==> src/rtl/noc_vc_input_buffer.sv <==
// NoC router input-port buffer: per-VC circular FIFOs with a round-robin,
// packet-locked drain that masks the switch allocator for a whole wormhole packet.
module noc_vc_input_buffer #(
    parameter int DATA_W    = 16,
    parameter int DEPTH     = 8,
    parameter int NUM_VC    = 2,
    parameter int PKT_FLITS = 5,
    localparam int VC_W     = (NUM_VC > 1) ? $clog2(NUM_VC) : 1
) (
    input  logic              clk,
    input  logic              rst,
    input  logic              push_i,
    input  logic [VC_W-1:0]   push_vc_i,
    input  logic [DATA_W-1:0] data_i,
    output logic [NUM_VC-1:0] full_o,
    output logic [NUM_VC-1:0] empty_o,
    output logic              overflow_o,
    output logic              req_o,
    input  logic              grant_i,
    input  logic              pop_req_i,
    output logic [DATA_W-1:0] data_o,
    output logic [VC_W-1:0]   vc_o,
    output logic              valid_o,
    output logic              mask_o
);

    localparam int PTR_W = $clog2(DEPTH);
    localparam int CNT_W = PTR_W + 1;
    localparam int FC_W  = (PKT_FLITS > 1) ? $clog2(PKT_FLITS + 1) : 1;

    typedef enum logic {
        IDLE = 1'b0,
        SEND = 1'b1
    } state_t;

    state_t            state;
    logic [DATA_W-1:0] mem [NUM_VC][DEPTH];
    logic [PTR_W-1:0]  wr_ptr [NUM_VC];
    logic [PTR_W-1:0]  rd_ptr [NUM_VC];
    logic [CNT_W-1:0]  count  [NUM_VC];
    logic [VC_W-1:0]   rr_ptr;
    logic [VC_W-1:0]   lock_vc;
    logic [VC_W-1:0]   sel_vc;
    logic [VC_W-1:0]   pop_vc;
    logic [FC_W-1:0]   flit_cnt;
    logic [NUM_VC-1:0] push_hit;
    logic [NUM_VC-1:0] pop_hit;
    logic              vc_ok;
    logic              push_ok;
    logic              push_bad;
    logic              pop_en;
    logic              pkt_last;

    function automatic logic [VC_W-1:0] next_vc(input logic [VC_W-1:0] v);
        next_vc = (int'(v) >= NUM_VC - 1) ? {VC_W{1'b0}} : v + VC_W'(1'b1);
    endfunction

    // Per-VC status flags derived from the registered occupancy counts.
    always_comb begin
        full_o  = {NUM_VC{1'b0}};
        empty_o = {NUM_VC{1'b0}};
        for (int v = 0; v < NUM_VC; v++) begin
            full_o[v]  = (count[v] == CNT_W'(DEPTH));
            empty_o[v] = (count[v] == {CNT_W{1'b0}});
        end
    end

    assign req_o  = (state == IDLE) && (|(~empty_o));
    assign mask_o = (state == SEND);

    // Round-robin pick: iterate backwards so the first non-empty VC at/after rr_ptr wins.
    always_comb begin
        sel_vc = rr_ptr;
        for (int i = NUM_VC - 1; i >= 0; i--) begin
            int idx;
            idx    = int'(rr_ptr) + i;
            idx    = (idx >= NUM_VC) ? idx - NUM_VC : idx;
            sel_vc = empty_o[idx] ? sel_vc : VC_W'(idx);
        end
    end

    // Push acceptance, pop decision and the per-VC hit vectors that update counts.
    always_comb begin
        vc_ok    = (int'(push_vc_i) < NUM_VC);
        push_ok  = push_i && vc_ok && !full_o[push_vc_i];
        push_bad = push_i && !push_ok;
        pop_en   = 1'b0;
        pop_vc   = sel_vc;
        pkt_last = 1'b0;
        case (state)
            IDLE: begin
                pop_en   = grant_i && pop_req_i && req_o;
                pop_vc   = sel_vc;
                pkt_last = (PKT_FLITS == 1);
            end
            SEND: begin
                pop_en   = pop_req_i && !empty_o[lock_vc];
                pop_vc   = lock_vc;
                pkt_last = (flit_cnt == FC_W'(PKT_FLITS - 1));
            end
            default: begin
                pop_en   = 1'b0;
                pop_vc   = sel_vc;
                pkt_last = 1'b0;
            end
        endcase
        push_hit = {NUM_VC{1'b0}};
        pop_hit  = {NUM_VC{1'b0}};
        for (int v = 0; v < NUM_VC; v++) begin
            push_hit[v] = push_ok && (push_vc_i == VC_W'(v));
            pop_hit[v]  = pop_en && (pop_vc == VC_W'(v));
        end
    end

    // Flit storage; contents need no reset because pointers/counts define validity.
    always_ff @(posedge clk) begin
        if (push_ok) begin
            mem[push_vc_i][wr_ptr[push_vc_i]] <= data_i;
        end
    end

    // Pointers, counts, output register and packet-lock FSM.
    always_ff @(posedge clk) begin
        if (rst) begin
            for (int v = 0; v < NUM_VC; v++) begin
                wr_ptr[v] <= {PTR_W{1'b0}};
                rd_ptr[v] <= {PTR_W{1'b0}};
                count[v]  <= {CNT_W{1'b0}};
            end
            state      <= IDLE;
            rr_ptr     <= {VC_W{1'b0}};
            lock_vc    <= {VC_W{1'b0}};
            flit_cnt   <= {FC_W{1'b0}};
            overflow_o <= 1'b0;
            valid_o    <= 1'b0;
            data_o     <= {DATA_W{1'b0}};
            vc_o       <= {VC_W{1'b0}};
        end else begin
            for (int v = 0; v < NUM_VC; v++) begin
                if (push_hit[v]) begin
                    wr_ptr[v] <= wr_ptr[v] + PTR_W'(1'b1);
                end
                if (pop_hit[v]) begin
                    rd_ptr[v] <= rd_ptr[v] + PTR_W'(1'b1);
                end
                case ({push_hit[v], pop_hit[v]})
                    2'b10:   count[v] <= count[v] + CNT_W'(1'b1);
                    2'b01:   count[v] <= count[v] - CNT_W'(1'b1);
                    default: count[v] <= count[v];
                endcase
            end
            overflow_o <= overflow_o | push_bad;
            valid_o    <= pop_en;
            if (pop_en) begin
                data_o <= mem[pop_vc][rd_ptr[pop_vc]];
                vc_o   <= pop_vc;
            end
            case (state)
                IDLE: begin
                    if (pop_en) begin
                        lock_vc <= sel_vc;
                        if (pkt_last) begin
                            rr_ptr   <= next_vc(sel_vc);
                            flit_cnt <= {FC_W{1'b0}};
                        end else begin
                            state    <= SEND;
                            flit_cnt <= FC_W'(1'b1);
                        end
                    end
                end
                SEND: begin
                    if (pop_en) begin
                        if (pkt_last) begin
                            state    <= IDLE;
                            rr_ptr   <= next_vc(lock_vc);
                            flit_cnt <= {FC_W{1'b0}};
                        end else begin
                            flit_cnt <= flit_cnt + FC_W'(1'b1);
                        end
                    end
                end
                default: state <= IDLE;
            endcase
        end
    end

endmodule

==> config.mk <==
export PLATFORM = sky130hd
export DESIGN_NAME = noc_vc_input_buffer
export DESIGN_NICKNAME = d
export VERILOG_FILES = /design/src/rtl/noc_vc_input_buffer.sv
export SDC_FILE = /design/constraint.sdc
export NUM_CORES = 1
export LEC_CHECK = 0
export CAP_MARGIN = 20
export CORE_MARGIN = 8
export CORE_UTILIZATION = 30
export CTS_CLUSTER_SIZE = 25
export DETAILED_ROUTE_END_ITERATION = 10
export RECOVER_POWER = 50
export SYNTH_ARGS = -nofsm -noshare
export SYNTH_HDL_FRONTEND = slang
export SYNTH_SLANG_ARGS = --single-unit
export TNS_END_PERCENT = 50
==> constraint.sdc <==
create_clock -name clk -period 10.55 [get_ports clk]
set_clock_uncertainty 0.2 [all_clocks]
set_input_delay 1.5825 -clock clk [delete_from_list [all_inputs] [get_ports clk]]
set_output_delay 1.5825 -clock clk [all_outputs]
set_load 0.02 [all_outputs]
==> results of run 1 <==
-- registers in the layout, summed over array words and instances (netlist names), named ones only --
register    count
flit_cnt        3
data_o         16
valid_o         1
lock_vc         1
rd_ptr          6
rr_ptr          1
wr_ptr          6
overflow_o      1
vc_o            1
mem           256
count           8
-- critical path, stage by stage --
cell and delay [ns]:
dlygate4sd3_1 0.58, o21ai_0 0.17, a211oi_4 0.18, clkbuf_1 1.11, nand2_1 0.27, ha_1 0.40, o41ai_1 0.86, nor3_1 0.17
a221oi_1 0.31, a21oi_1 0.07
-- cell families (layout without fill, tap and decap cells) --
family / count (synthesis) / in the layout / share of synthesized area
and+or+nand+nor: 129 / 129 / 0.0504
AOI/OAI and AO/OA: 60 / 60 / 0.0384
adders and majority gates: 15 / 15 / 0.0161
buffers and inverters: 49 / 145 / 0.0174
DFF: 301 / 301 / 0.723
muxes: 96 / 96 / 0.149
xor gates and xnor gates: 8 / 8 / 0.00577
-- Yosys cell counts, drive strengths merged, types with 10 or more instances --
master | count | area share
a21oi | 10 | 0.0044
buf | 19 | 0.0080
clkbuf | 13 | 0.0040
dfxtp | 25 | 0.041
edfxtp | 276 | 0.68
ha | 14 | 0.014
inv | 15 | 0.0046
mux2 | 16 | 0.017
mux2i | 16 | 0.013
mux4 | 64 | 0.12
nand2 | 34 | 0.011
nor2 | 51 | 0.016
nor3 | 13 | 0.0054
o21ai | 13 | 0.0054
-- per-layer routing --
layer	vias to the layer above	routed length, um	GRT usage
met2	171	12500	0.181
met3	40	1580	0.0229
met5	-	0	0
met4	0	525	0.0243
li1	2764	-	-
met1	3211	12700	0.163
-- per-stage QoR --
step                      cell area (um2)  power [mW]  cells  hold slack, ns
after global routing                14400        2.89   1279           0.301
after global placement              13400        1.69   1220           0.256
after floorplan                     12100        1.58    658           0.263
after detailed placement            13400        1.69   1220           0.262
final                               14400        2.79   1279           0.268
after CTS                           14400        2.82   1278           0.278
-- how the worst max path moves through the flow --
stage / startpoint / end / slack (ns) / depth (start not counted)
2_1_floorplan: push_vc_i / mem[0][100]$_DFFE_PP_ / 6.16 / 4
3_3_place_gp: pop_req_i / count[1][3]$_DFFE_PP_ / 5.53 / 10
3_5_place_dp: pop_req_i / count[1][3]$_DFFE_PP_ / 5.43 / 10
4_1_cts: pop_req_i / count[1][3]$_DFFE_PP_ / 5.99 / 10
5_1_grt: pop_req_i / count[1][3]$_DFFE_PP_ / 4.74 / 10
6_report: pop_req_i / count[1][3]$_DFFE_PP_ / 4.95 / 10
-- cell type report --
class	count	share of cell area
clock inverter	23	0.0193
tap	525	0.0455
timing repair buffer	70	0.0439
multi-input combinational	308	0.223
sequential	301	0.609
inverter	17	0.00451
clock buffer	35	0.0548
-- power breakdown --
group | internal (mW) | total (mW) | switching [mW]
Sequential | 1.34 | 1.37 | 0.0308
Clock | 0.686 | 1.13 | 0.448
Combinational | 0.122 | 0.280 | 0.158
Total | 2.15 | 2.79 | 0.637
==> qor.csv, run 1 <==
stage;metric;value;unit
layout;n_fill_cell;3790;
status;status;complete, but fails checks;
timing;max_freq;179;MHz
timing;max_slew_margin;-0.000126;
clock_network;cts_hold_buf;0;
detailed_routing;ant_nets;0;
floorplan;io_pins;47;
synthesis;avgSynthCellArea;18.5;um2
worst_setup_path;r2r_slack;5.50;ns
synthesis;ys_ff_latch;301;
layout;drive_gt1_frac;0.236;
global_route;grt_max_degree;35;
worst_setup_path;cp_data_required_time;10.65;ns
timing;worstMarginPinSlew;1.50;ns
timing;rsz0062_at_grt;false;
floorplan;initial_utilization;0.305;
layout;utilization;0.362;
synthesis;synth-main-ff-cell;edfxtp_1;
timing;fin_tns_setup;0;ns
synthesis;synth_area;12100;um2
clock_network;cts_tree;built;
global_route;grt_usage;0.115;
worst_setup_path;worstPathArrival;5.70;ns
clock_network;htree_levels;1;
placement;hpwlAfterDp;16.3;mm
global_route;grt_pass1_wl;41.4;mm
layout;diodes;0;
detailed_routing;vias_per_cell;4.84;
clock_network;cts_buffers;31;
global_route;antenna_found_initial;3;
timing;drv_slew;16;
power;vdd_drop_max;121;uV
placement;place.gp.congestion;0.744;
min_path;hp-class;flop to flop;
detailed_routing;drt_first_pass_iters;5;
clock_network;cts_setup_buffers;0;
worst_setup_path;r2r_start;count[1][0]$_DFFE_PP_;
floorplan;core_area;39800;um2
clock_network;clock_latency;0.56;ns
status;violations;capacitance limit, slew limit;
worst_setup_path;worstSetupStartpointType;input port;
synthesis;ys_async_sr_fraction;0;
clock_network;cts_num_sinks;301;
synthesis;synth_nets;695;
synthesis;yosysSeqAreaShare;0.723;
worst_setup_path;rr_worst_depth;12;
floorplan;die_width;217;um
layout;layout.nets;766;
layout;syn2layout_area_growth;18.7;%
global_route;grt_pass1_vias;6399;
clock_network;path_clk_slew;0.06;ns
min_path;hold_end;overflow_o$_SDFF_PP0_;
power;cellLeakagePower;4.73;nW
run;cap_viol_max_count;1;
clock_network;root_buffer;clkbuf_16;
worst_setup_path;end_kind;flop;
min_path;hold_depth;2;
layout;layout_common_cells;edfxtp_1 (276), mux4_2 (64), nor2_1 (45);
detailed_routing;drt_iter0_drc;474;
timing;min_period;5.60;ns
synthesis;syn_inst;658;
worst_setup_path;crit_fanout;28;
timing;setup_violations;0;
layout;final_common_cell;edfxtp_1;
layout;multi_input_area;3210;um2
min_path;min-delay-start;overflow_o$_SDFF_PP0_;
synthesis;synth_edf_count;276;
detailed_routing;drcViolationCount;0;
placement;port-buffer-count;46;
floorplan;die_h;217;um
timing;layout_setup_ws;4.95;ns
floorplan;dieArea;47200;um2
detailed_routing;drt-wirelength-per-cell;21.4;um
synthesis;synth_warnings;0;
worst_setup_path;r2r-end;count[1][3]$_DFFE_PP_;
layout;ff_latch_area;8790;um2
floorplan;num_rows;73;
clock_network;post_cts_resized;0;
synthesis;synth_cell_types;54;
power;cellPowerDensity;193;nW/um2
global_route;gr-total-overflow;0;
timing;timing.final.crit_share;0.530;
worst_setup_path;criticalPathCategory;input port to flop;
detailed_routing;num_vias;6186;
placement;dp_slack;5.43;ns
clock_network;cts.path.max_buffers;3;
timing;hold_viol_final;0;
detailed_routing;wirelength;27.3;mm
Note: power is estimated with default switching activity, not from simulation.
==> inputs of run 2 (changes only) <==
Clock period 10.55 ns to 5.4 ns, I/O delays scaled along.
==> run 2 against run 1 <==
Effect of this change: the flow now finishes without violations; setup slack got worse by 4.1 ns; design area shrank 1.5%; register-to-register slack got worse by 4.6 ns; flip-flop and latch count unchanged; final cell count shrank 0.70%; count of clock-buffer cells in the layout rose by 4; power rose by 85%; critical endpoint unchanged; largest cell class unchanged; largest power group unchanged.
==> qor.csv, run 2 (synthesized netlist as in run 1, its figures left out) <==
stage;metric;value;unit
status;status;completed;
power;cellPowerDensity;363;nW/um2
detailed_routing;drt-wirelength-per-cell;21.1;um
min_path;hp-class;flop to flop;
detailed_routing;wirelength;26.9;mm
clock_network;cts_tree;built;
clock_network;root_buffer;clkbuf_16;
floorplan;initial_utilization;0.305;
clock_network;path_clk_slew;0.06;ns
placement;hpwlAfterDp;16.6;mm
timing;min_period;4.54;ns
clock_network;cts_setup_buffers;0;
worst_setup_path;end_kind;flop;
global_route;grt_pass1_wl;40.5;mm
floorplan;io_pins;47;
placement;port-buffer-count;46;
timing;fin_tns_setup;0;ns
worst_setup_path;worstSetupStartpointType;flop;
worst_setup_path;cp_slowest_cell;o41ai_1;
clock_network;cts_hold_buf;0;
timing;max_slew_margin;0.0317;
floorplan;dieArea;47200;um2
layout;multi_input_area;3200;um2
timing;hold_viol_final;0;
run;cap_viol_max_count;0;
layout;ff_latch_area;8790;um2
worst_setup_path;worstPathArrival;4.62;ns
worst_setup_path;slowest_delay;0.77;ns
placement;place_inst;1217;
clock_network;cts_buffers;29;
worst_setup_path;cp_data_required_time;5.49;ns
floorplan;die_width;217;um
power;cellLeakagePower;4.62;nW
worst_setup_path;crit_fanout;11;
global_route;grt_max_degree;35;
floorplan;core_area;39800;um2
clock_network;cts_num_sinks;301;
detailed_routing;ant_nets;0;
power;vdd_drop_max;256;uV
timing;setup_violations;0;
layout;largest_reg_flops;256;
layout;drive_gt1_frac;0.220;
timing;worstMarginPinSlew;1.45;ns
timing;max_freq;220;MHz
detailed_routing;vias_per_cell;4.86;
timing;drv_slew;0;
global_route;antenna_found_initial;1;
layout;layout.nets;760;
detailed_routing;num_vias;6177;
worst_setup_path;cp_cell_sequence;inv_1, ha_1, or3b_1, a21oi_1, o21a_1, nand2_1, ha_1, o41ai_1, nor3_1, a221oi_1, a21oi_1;
clock_network;clock_latency;0.55;ns
layout;diodes;0;
layout;layout_common_cells;edfxtp_1 (276), mux4_2 (64), nor2_1 (44);
detailed_routing;drt_iter0_drc;554;
clock_network;post_cts_resized;0;
layout;final-instance-count-excl-fill;1270;
clock_network;cts.path.max_buffers;3;
floorplan;num_rows;73;
layout;utilization;0.357;
power;p_total;5.16;mW
global_route;gr-total-overflow;0;
floorplan;die_h;217;um
worst_setup_path;criticalPathCategory;flop to flop;
timing;timing.final.crit_share;0.840;
detailed_routing;drt_first_pass_iters;5;
timing;rsz0062_at_grt;false;
layout;syn2layout_area_growth;17.0;%
clock_network;htree_levels;1;
detailed_routing;drcViolationCount;0;
global_route;grt_pass1_vias;6259;
global_route;grt_usage;0.112;
layout;n_fill_cell;3789;
layout;final_common_cell;edfxtp_1;
placement;place.gp.congestion;0.781;
[run 2: cell count changes in the layout (fill, tap and decap cells not counted), sizes merged]
cell and change:
dlygate4sd3 -1, bufinv -4, clkinv -5, clkbuf +3, clkdlybuf4s50 +1, buf -3
[run 2: worst max-delay path, delay by kind of cell (launching register included)]
kind | cells | cell delay [ns]
flip-flops | 1 | 0.46
AND/OR/NAND/NOR | 3 | 0.76
adder cells (fa/ha/maj) | 2 | 0.58
AO/OA/AOI/OAI | 5 | 2.18
buffers and inverters | 1 | 0.09
[run 2: final timing paths]
path,startpoint,to,slack [ns],cells past startpoint
worst max register to register,count[1][0]$_DFFE_PP_,count[1][3]$_DFFE_PP_,0.86,11
worst min register to register,data_o[6]$_SDFFE_PP0P_,data_o[6]$_SDFFE_PP0P_,0.28,2
worst max-delay path,count[1][0]$_DFFE_PP_,count[1][3]$_DFFE_PP_,0.86,11
worst min-delay path,data_o[6]$_SDFFE_PP0P_,data_o[6]$_SDFFE_PP0P_,0.28,2
[run 2: final cells by class]
cell class              instances  share of cell area
well taps                     525              0.0462
clock inverters                14             0.00925
clock buffers                  39              0.0537
multi-input cells             308               0.225
repair buffers                 66              0.0427
inverters                      17             0.00458
flip-flops and latches        301               0.619
[run 2: where the power goes]
| part | internal [mW] | leakage, nW | switching, mW | total, mW |
|---|---|---|---|---|
| logic | 0.236 | 1.46 | 0.304 | 0.540 |
| registers | 2.63 | 2.73 | 0.0650 | 2.69 |
| clock network | 1.09 | 0.426 | 0.836 | 1.92 |
[run 2: per-layer routing]
metal,routed length (um),share of wire,up-vias,global-route usage
li1,-,-,2755,-
met1,12800,0.48,3220,0.167
met2,12200,0.45,162,0.170
met3,1450,0.054,40,0.0191
met4,464,0.017,0,0.0219
met5,0,0,-,0
[run 2: per-stage QoR]
stage | area [um2] | hold WS (ns) | worst slack [ns]
2_1_floorplan | 12100 | 0.263 | 1.78
3_3_place_gp | 13300 | 0.255 | 1.30
3_5_place_dp | 13300 | 0.269 | 1.21
4_1_cts | 14200 | 0.286 | 1.22
5_1_grt | 14200 | 0.294 | 0.501
6_report | 14200 | 0.278 | 0.863
==> inputs of run 3 (changes only) <==
Clock period 5.4 ns to 4.1 ns, I/O delays scaled along.
==> run 3 against run 2 <==
Effect of this change: critical path depth grew 4; wire length grew 2.0%; global-route usage grew 0.27 points; combinational power grew 39%; via count grew 0.65%; fmax grew 27%; sequential power grew 31%; hold slack lost 0.0087 ns; design area grew 1.5%; count of clock-buffer cells in the layout grew 4; first-iteration DRC count shrank 21%; power grew 35%.
==> qor.csv, run 3 (synthesized netlist as in run 1, its figures left out) <==
stage;metric;value;unit
timing;min_period;3.58;ns
global_route;grt_max_degree;35;
clock_network;cts_setup_buffers;0;
layout;multi_input_area;3210;um2
detailed_routing;wirelength;27.4;mm
power;swShare;0.230;
min_path;hp-class;flop to flop;
detailed_routing;drcViolationCount;0;
detailed_routing;vias_per_cell;4.84;
placement;place.gp.congestion;0.765;
worst_setup_path;path_buf_inv;3;
global_route;grt_pass1_vias;6529;
power;p_switching;1.60;mW
layout;ff_latch_area;8790;um2
min_path;hold_depth;2;
global_route;grt_usage;0.115;
floorplan;die_width;217;um
power;cellPowerDensity;483;nW/um2
timing;max_slew_margin;0.0680;
clock_network;htree_levels;1;
floorplan;num_rows;73;
clock_network;post_cts_resized;0;
power;p_seq_frac;0.506;
global_route;antenna_found_initial;1;
layout;diodes;0;
layout;largest_reg_flops;256;
worst_setup_path;r2r_slack;0.52;ns
global_route;met2_usage;0.183;
timing;setup_violations;0;
timing;hold_viol_final;0;
placement;port-buffer-count;46;
clock_network;cts.path.max_buffers;3;
status;status;completed;
worst_setup_path;crit_fanout;6;
detailed_routing;drt_iter0_drc;440;
layout;layout.nets;774;
timing;hold_ws;0.269;ns
timing;max_freq;279;MHz
power;p_int;5.37;mW
clock_network;cts_tree;built;
placement;postPlaceCellArea;13400;um2
timing;drv_slew;0;
clock_network;clock_latency;0.54;ns
layout;drive_gt1_frac;0.245;
detailed_routing;drt_first_pass_iters;4;
worst_setup_path;cp_slowest_cell;edfxtp_1;
worst_setup_path;cp_data_required_time;4.19;ns
floorplan;dieArea;47200;um2
worst_setup_path;crit_family;compound AO/OA/AOI/OAI gates;
floorplan;die_h;217;um
worst_setup_path;criticalPathCategory;flop to flop;
layout;design_area;14400;um2
worst_setup_path;rr_worst_depth;15;
timing;timing.final.crit_share;0.873;
floorplan;core_area;39800;um2
global_route;grt_pass1_wl;41.6;mm
layout;layout_common_cells;edfxtp_1 (276), mux4_2 (64), nor2_1 (44);
global_route;met3_usage;0.0250;
layout;final_common_cell;edfxtp_1;
worst_setup_path;cp.depth;15;
detailed_routing;drt-wirelength-per-cell;21.3;um
global_route;gr-total-overflow;0;
detailed_routing;ant_nets;0;
global_route;grt_use_met1;0.160;
floorplan;initial_utilization;0.305;
run;cap_viol_max_count;0;
timing;fin_tns_setup;0;ns
clock_network;cts_buffers;29;
clock_network;path_clk_slew;0.06;ns
timing;rsz0062_at_grt;false;
power;cellLeakagePower;4.73;nW
clock_network;root_buffer;clkbuf_16;
power;clkPwrFrac;0.386;
global_route;gr-max-usage-layer;met2;
power;power_frac_comb;0.107;
power;vdd_drop_max;371;uV
timing;worstMarginPinSlew;1.40;ns
floorplan;io_pins;47;
clock_network;cts_num_sinks;301;
detailed_routing;num_vias;6217;
placement;hpwlAfterDp;16.5;mm
worst_setup_path;worstSetupStartpointType;flop;
worst_setup_path;slowest_delay;0.46;ns
worst_setup_path;cp_cell_sequence;inv_1, ha_1, or3b_1, o21ai_0, a211oi_4, nand2_1, inv_1, ha_1, nand2_1, inv_1, ha_1, a21o_1, a21oi_1, xnor2_1, nor2_1;
layout;n_fill_cell;3764;
worst_setup_path;worstPathArrival;3.67;ns
worst_setup_path;end_kind;flop;
layout;syn2layout_area_growth;18.8;%
clock_network;cts_hold_buf;0;
==> run 3: worst min-delay path: stages (launching register included) <==
cell     delay (ns)
dfxtp_1        0.33
a21oi_1        0.04
nor2_1         0.07
==> run 3: path summary, 6_finish.rpt <==
path | from | to
worst min register to register | overflow_o$_SDFF_PP0_ | overflow_o$_SDFF_PP0_
worst min-delay path | overflow_o$_SDFF_PP0_ | overflow_o$_SDFF_PP0_
worst max register to register | count[1][0]$_DFFE_PP_ | count[0][3]$_SDFFCE_PN0P_
worst max-delay path | count[1][0]$_DFFE_PP_ | count[0][3]$_SDFFCE_PN0P_
==> run 3: through the flow <==
step	setup WS (ns)	cells	power [mW]	utilization
final	0.521	1285	6.97	0.362
after global routing	0.229	1285	7.22	0.362
after CTS	0.570	1284	7.04	0.362
after detailed placement	0.577	1230	4.36	0.338
after global placement	0.650	1230	4.35	0.338
after floorplan	0.621	658	4.05	-
==> run 3: power groups by stage <==
stage | clock network [mW] | registers (mW) | logic [mW]
finish | 2.69 | 3.53 | 0.748
global route | 2.86 | 3.54 | 0.815
CTS | 2.74 | 3.54 | 0.762
detailed placement | 0 | 3.60 | 0.757
global placement | 0 | 3.60 | 0.750
floorplan | 0 | 3.59 | 0.469
==> run 3: layer usage <==
metal	vias to the layer above	routed length (um)
li1	2778	-
met1	3205	12500
met2	197	12800
met3	35	1650
met4	2	478
met5	-	13
==> run 3: layout make-up <==
cell class | count | area share
sequential | 301 | 0.609
inverter | 17 | 0.00451
clock inverter | 11 | 0.00945
multi-input combinational | 308 | 0.223
timing repair buffer | 80 | 0.0513
clock buffer | 43 | 0.0574
tap | 525 | 0.0455
